==> src/rtl/lut_layer_pipe.sv <==
`default_nettype none
// ============================================================================
//  Module      : lut_layer_pipe
//  Description : Pipelined layer of LUT neurons. Each of N_NEURON neurons maps
//                its own IN_W-bit slice of the input word to an OUT_W-bit
//                result through a run-time loadable truth table held in
//                distributed RAM. A LOAD/RUN/DRAIN state machine keeps table
//                writes apart from streaming traffic.
//  Revision    : 1.0 - initial release
// ----------------------------------------------------------------------------
//  Ports
//   clk           in   1                 rising-edge clock
//   rst_n         in   1                 asynchronous active-low reset
//   i_in_valid    in   1                 input word valid
//   o_in_ready    out  1                 input accepted on valid && ready
//   i_in_data     in   N_NEURON*IN_W     neuron k address = [k*IN_W +: IN_W]
//   o_out_valid   out  1                 output word valid
//   i_out_ready   in   1                 downstream accepts output
//   o_out_data    out  N_NEURON*OUT_W    neuron k result = [k*OUT_W +: OUT_W]
//   i_cfg_start   in   1                 request table reload (RUN only)
//   i_cfg_we      in   1                 table write strobe (LOAD only)
//   i_cfg_neuron  in   NID_W             neuron index to write
//   i_cfg_addr    in   IN_W              table entry to write
//   i_cfg_wdata   in   OUT_W             table entry value
//   i_cfg_commit  in   1                 leave LOAD and enter RUN
//   o_cfg_count   out  IN_W+NID_W+1      accepted writes since LOAD entry
//   o_state_run   out  1                 high while in RUN
// ============================================================================
module lut_layer_pipe #(
   parameter int IN_W     = 8,
   parameter int OUT_W    = 1,
   parameter int N_NEURON = 4,
   parameter int NID_W    = 2
) (
   input  logic                        clk,
   input  logic                        rst_n,
   input  logic                        i_in_valid,
   output logic                        o_in_ready,
   input  logic [N_NEURON*IN_W-1:0]    i_in_data,
   output logic                        o_out_valid,
   input  logic                        i_out_ready,
   output logic [N_NEURON*OUT_W-1:0]   o_out_data,
   input  logic                        i_cfg_start,
   input  logic                        i_cfg_we,
   input  logic [NID_W-1:0]            i_cfg_neuron,
   input  logic [IN_W-1:0]             i_cfg_addr,
   input  logic [OUT_W-1:0]            i_cfg_wdata,
   input  logic                        i_cfg_commit,
   output logic [IN_W+NID_W:0]         o_cfg_count,
   output logic                        o_state_run
);

   localparam int                 c_DEPTH   = 1 << IN_W;
   localparam int                 c_CNT_W   = IN_W + NID_W + 1;
   localparam logic [c_CNT_W-1:0] c_CNT_MAX = '1;
   // Widened by one bit so N_NEURON == 2**NID_W is still representable.
   localparam logic [NID_W:0]     c_NNEUR   = (NID_W+1)'(N_NEURON);

   typedef enum logic [1:0] {
      ST_LOAD  = 2'd0,
      ST_RUN   = 2'd1,
      ST_DRAIN = 2'd2
   } state_t;

   state_t                      r_state;
   logic                        r_state_run;
   logic [c_CNT_W-1:0]          r_cfg_count;

   logic                        r_s1_valid;
   logic [N_NEURON*IN_W-1:0]    r_s1_data;
   logic                        r_out_valid;
   logic [N_NEURON*OUT_W-1:0]   r_out_data;

   logic                        w_adv1;
   logic                        w_adv2;
   logic                        w_accept;
   logic                        w_wr_ok;
   logic                        w_pipe_empty;
   logic [N_NEURON*OUT_W-1:0]   w_lut;

   // ------------------------------------------------------------------------
   // Handshake. S2 frees when empty or drained this cycle; S1 frees when
   // empty or when it can hand its word to S2. Ready is combinational on
   // i_out_ready so a stream can move one word per cycle.
   // ------------------------------------------------------------------------
   assign w_adv2       = !r_out_valid || i_out_ready;
   assign w_adv1       = !r_s1_valid  || w_adv2;
   assign o_in_ready   = r_state_run && w_adv1;
   assign w_accept     = i_in_valid && o_in_ready;
   assign w_pipe_empty = !r_s1_valid && !r_out_valid;

   // A write counts only in LOAD and only for an existing neuron.
   assign w_wr_ok = (r_state == ST_LOAD) && i_cfg_we &&
                    ({1'b0, i_cfg_neuron} < c_NNEUR);

   // ------------------------------------------------------------------------
   // Per-neuron truth tables: synchronous write, asynchronous read of the
   // S1 slice. Contents deliberately survive reset.
   // ------------------------------------------------------------------------
   generate
      for (genvar k = 0; k < N_NEURON; k++) begin : g_neuron
         logic [OUT_W-1:0] r_tbl [0:c_DEPTH-1];
         logic             w_we;

         assign w_we = w_wr_ok && (i_cfg_neuron == NID_W'(k));

         always_ff @(posedge clk) begin
            if (w_we) begin
               r_tbl[i_cfg_addr] <= i_cfg_wdata;
            end
         end

         assign w_lut[k*OUT_W +: OUT_W] = r_tbl[r_s1_data[k*IN_W +: IN_W]];
      end
   endgenerate

   // ------------------------------------------------------------------------
   // Two-stage pipeline: S1 holds the input word, S2 the table results.
   // ------------------------------------------------------------------------
   always_ff @(posedge clk or negedge rst_n) begin
      if (!rst_n) begin
         r_s1_valid  <= 1'b0;
         r_s1_data   <= '0;
         r_out_valid <= 1'b0;
         r_out_data  <= '0;
      end else begin
         if (w_adv1) begin
            r_s1_valid <= w_accept;
            if (w_accept) begin
               r_s1_data <= i_in_data;
            end
         end
         if (w_adv2) begin
            r_out_valid <= r_s1_valid;
            // Data only moves with a valid word, so a bubble leaves the
            // last result on the bus instead of a stale table read.
            if (r_s1_valid) begin
               r_out_data <= w_lut;
            end
         end
      end
   end

   assign o_out_valid = r_out_valid;
   assign o_out_data  = r_out_data;

   // ------------------------------------------------------------------------
   // Control FSM with registered outputs.
   //  LOAD : table writes allowed; commit moves to RUN (a same-cycle write
   //         still lands because the table port does not look at commit).
   //  RUN  : traffic flows; cfg_start closes the input and moves to DRAIN.
   //  DRAIN: input closed until both stages are empty, then back to LOAD
   //         with the write counter cleared.
   // ------------------------------------------------------------------------
   always_ff @(posedge clk or negedge rst_n) begin
      if (!rst_n) begin
         r_state     <= ST_LOAD;
         r_state_run <= 1'b0;
         r_cfg_count <= '0;
      end else begin
         case (r_state)
            ST_LOAD: begin
               if (w_wr_ok && (r_cfg_count != c_CNT_MAX)) begin
                  r_cfg_count <= r_cfg_count + 1'b1;
               end
               if (i_cfg_commit) begin
                  r_state     <= ST_RUN;
                  r_state_run <= 1'b1;
               end
            end
            ST_RUN: begin
               if (i_cfg_start) begin
                  r_state     <= ST_DRAIN;
                  r_state_run <= 1'b0;
               end
            end
            ST_DRAIN: begin
               if (w_pipe_empty) begin
                  r_state     <= ST_LOAD;
                  r_cfg_count <= '0;
               end
            end
            default: begin
               r_state     <= ST_LOAD;
               r_state_run <= 1'b0;
               r_cfg_count <= '0;
            end
         endcase
      end
   end

   assign o_cfg_count = r_cfg_count;
   assign o_state_run = r_state_run;

endmodule
`default_nettype wire

==> config.mk <==
export PLATFORM = sky130hd
export DESIGN_NAME = lut_layer_pipe
export DESIGN_NICKNAME = d
export VERILOG_FILES = /design/src/rtl/lut_layer_pipe.sv
export SDC_FILE = /design/constraint.sdc
export NUM_CORES = 2
export LEC_CHECK = 0
export ABC_AREA = 1
export BUFFER_PORTS_ARGS = -buffer_cell sky130_fd_sc_hd__buf_2
export CORE_ASPECT_RATIO = 0.8
export CORE_UTILIZATION = 63
export CTS_BUF_LIST = sky130_fd_sc_hd__clkbuf_16
export DETAILED_ROUTE_END_ITERATION = 8
export GPL_ROUTABILITY_DRIVEN = 0
export HOLD_SLACK_MARGIN = 0.1
export PLACE_DENSITY_LB_ADDON = 0.05
export RECOVER_POWER = 100
export SLEW_MARGIN = 10
export SYNTH_ARGS = -nofsm -noshare
export SYNTH_HDL_FRONTEND = slang
export SYNTH_SLANG_ARGS = --single-unit
==> constraint.sdc <==
create_clock -name clk -period 2.38 [get_ports clk]
set_input_delay 0.119 -clock clk [delete_from_list [all_inputs] [get_ports clk]]
set_output_delay 0.119 -clock clk [all_outputs]
set_load 0.01 [all_outputs]
==> flow_summary.json <==
{
  "hold_viol": 0,
  "cp_max_fo": 137,
  "syn-num-nets": 5091,
  "synth_seq_cells": 1076,
  "synth_flop_cell": "edfxtp_1",
  "cp-startpoint": "r_state[0]",
  "netlist_area_mm2": 0.04862,
  "htreeDepth": 3,
  "report.final.slew_viol_count": 213,
  "vdd_drop_max_uv": 824.1,
  "root_buffer": "clkbuf_16",
  "grtUsageTotal": 0.4297,
  "r2r-end": "g_neuron[3].r_tbl[105]",
  "core-area_mm2": 0.07590,
  "setup_ws_ns": 0.03604,
  "synthTopCellsByCount": "nand2_1 (1368), nor2_1 (1100), edfxtp_1 (1024)",
  "worst_clock_skew_ns": 0.02336,
  "syn2layout_area_growth_pct": 12.83,
  "worstSetupStartpointType": "register",
  "yosysUniqueCellTypes": 31,
  "drt_iter0_markers": 7648,
  "path_class": "reg -> reg",
  "drive_gt1_frac": 0.08652,
  "violations": "capacitance limit, slew limit",
  "antenna_left": 0,
  "period_minus_slack_ns": 2.344,
  "fp.dieH_um": 250.5,
  "grt_first_pass_wirelength_mm": 244.3,
  "timing.rr.start": "r_state[0]",
  "instances_no_fill": 6192,
  "holdPathStages": 5,
  "ios": 68,
  "fillers": 5625,
  "setup_violations": 0,
  "yosys_warnings": 0,
  "rrSetupSlack_ns": 0.04,
  "ys_top_cells_by_area": "edfxtp_1 (63%), nand2_1 (11%), nand3_1 (10%)",
  "clkTransAtPathRegs_ns": 0.06,
  "yosysMostFrequentCell": "nand2_1",
  "cpPeakStageDelay_ns": 0.41,
  "fin_crit_sh": 0.9849,
  "async_reset_ff_frac": 0.04833,
  "max_slew.worst_pin.slew_ns": 1.598,
  "place_ws_ns": 0.001326,
  "numCtsBuffers": 103,
  "via_count": 40027,
  "dr.pass1.iters": 6,
  "cp_slowest_cell": "dfrtp_1",
  "final_nets": 5141,
  "worstPathRequired_ns": 2.75,
  "arrival_ns": 2.72,
  "num_rows": 90,
  "synth_cells": 5040,
  "hp-start": "i_cfg_addr[1]",
  "grt_antenna_before_repair": 3,
  "syn_avg_cell_area_um2": 9.647,
  "wl_mm": 169.2,
  "clk_latency_ns": 0.70,
  "relSlewSlack": -0.06512,
  "path_cells": "nor2_2, inv_1, nor2_4, buf_12, nand3_4, buf_8, nor2_1",
  "synth_edf_count": 1024,
  "grt_overflow_total": 0,
  "yosysSeqAreaShare": 0.6592,
  "die_x_um": 312.6,
  "leakagePower_nw": 18.69,
  "floorplan.initialDensity": 0.6406,
  "placed_cells": 5951,
  "hold_class": "in -> reg",
  "yosysTopAreaCell": "edfxtp_1",
  "cts_tree": "yes",
  "vias_per_cell": 6.464,
  "cts.sinks": 1076,
  "status": "finished with violations",
  "port_buffers": 67,
  "dieArea_mm2": 0.07830,
  "drc_errors": 0,
  "endpoint_kind": "register",
  "maxCapViolations": 3,
  "r2r_cells": 7,
  "first_global_vias": 36902,
  "whs_ns": 0.2372,
  "synth_top_area_share": 0.6324,
  "cts_max_path_buffers": 3,
  "routedWlPerCell_um": 27.33,
  "grt_max_degree": 168,
  "dpl.hpwl_mm": 101.8,
  "hold_path_end": "g_neuron[3].r_tbl[178]",
  "fmax_mhz": 426.6,
  "powerDensity_mw_per_mm2": 1129
}
## what timing repair did
action | in CTS | in global routing
gates resized for setup | 2 | 32
buffers inserted | 0 | 1
endpoints found under the setup margin | 2 | 4
endpoints found under the hold margin | 139 | 0
cloned | 0 | 3
hold buffers | 42 | 0
## worst max-delay path by stage
| stage | end | slack [ns] | cells after the start |
|---|---|---|---|
| after floorplan | g_neuron[0].r_tbl[216] | 0.68 | 7 |
| after global placement | o_out_data[0] | -0.03 | 15 |
| after detailed placement | o_out_data[2] | 0.001 | 15 |
| after CTS | o_out_data[0] | 0.006 | 15 |
| after global routing | o_out_data[0] | -0.01 | 13 |
| final | g_neuron[3].r_tbl[105] | 0.04 | 7 |
## stage by stage
| step | TNS [ns] | instance area, um2 | utilization | total power [W] |
|---|---|---|---|---|
| finish | 0 | 54860 | 0.7228 | 0.06194 |
| CTS | 0 | 54900 | 0.7234 | 0.06030 |
| global route | -0.01449 | 54850 | 0.7227 | 0.06303 |
| detailed placement | 0 | 51100 | 0.6732 | 0.04390 |
| global placement | -0.02716 | 51100 | 0.6732 | 0.04374 |
| floorplan | 0 | 48620 | - | 0.03326 |
## sequential cells by signal (all words and copies together), names as in the netlist
name and count:
g_neuron.r_tbl 1024, r_s1_data 32, o_cfg_count 11, o_out_data 4
r_state 2, o_out_valid 1, o_state_run 1, r_s1_valid 1
## per-layer routing
| metal | part of all wire | global-route usage | vias up |
|---|---|---|---|
| met2 | 0.42 | 0.6111 | 3440 |
| met4 | 0.065 | 0.2372 | 0 |
| met1 | 0.35 | 0.5988 | 18806 |
| li1 | - | - | 17133 |
| met3 | 0.16 | 0.1240 | 648 |
| met5 | 0 | 0 | - |
## cells by family after synthesis
logic type | after synthesis | share of synthesized area
buffers and inverters | 426 | 0.03878
and+or+nand+nor | 3491 | 0.2966
DFF | 1076 | 0.6592
muxes | 1 | 0.0002316
AOI/OAI and AO/OA | 44 | 0.004710
xor gates and xnor gates | 1 | 0.0001802
adders and majority gates | 1 | 0.0002573
## critical path: cells and delay by family (launching register included)
family / cells / cell delay [ns]
buffers and inverters: 3 / 0.57
DFF: 1 / 0.41
and+or+nand+nor: 4 / 0.79
## final cells by class
| type | count | area, um2 | share of cell area |
|---|---|---|---|
| diodes | 2 | 5.005 | 0.00009123 |
| well taps | 1012 | 1266 | 0.02308 |
| flip-flops and latches | 1076 | 32090 | 0.5849 |
| repair buffers | 306 | 2970 | 0.05415 |
| clock buffers | 108 | 2703 | 0.04926 |
| clock inverters | 85 | 676.9 | 0.01234 |
| multi-input cells | 3538 | 14860 | 0.2709 |
| inverters | 64 | 281.5 | 0.005132 |
| repair inverters | 1 | 8.758 | 0.0001597 |
## layout by cell type, fill, tap and decap left out, types with 8 or more instances in the layout
cell and instances:
buf_2 48, clkinv_1 34, buf_4 95, inv_1 64
buf_12 58, nor2_1 1084, clkbuf_16 110, dlygate4sd3_1 42
nand3_1 985, bufinv_16 11, clkbuf_2 12, nor2_2 17
clkbuf_1 33, dfrtp_1 40, clkinv_2 22, a21oi_1 35
dfrtp_4 8, edfxtp_1 1024, nand2_1 1368, nand3_2 19
## power breakdown
| part | internal (W) | leakage, nW | switching [W] | total (W) |
|---|---|---|---|---|
| logic | 0.00636 | 7.17 | 0.0172 | 0.0236 |
| registers | 0.0211 | 9.80 | 0.000533 | 0.0217 |
| clock network | 0.00937 | 1.72 | 0.00733 | 0.0167 |
| total | 0.0369 | 18.7 | 0.0251 | 0.0619 |
(Power assumes the default switching activity.)
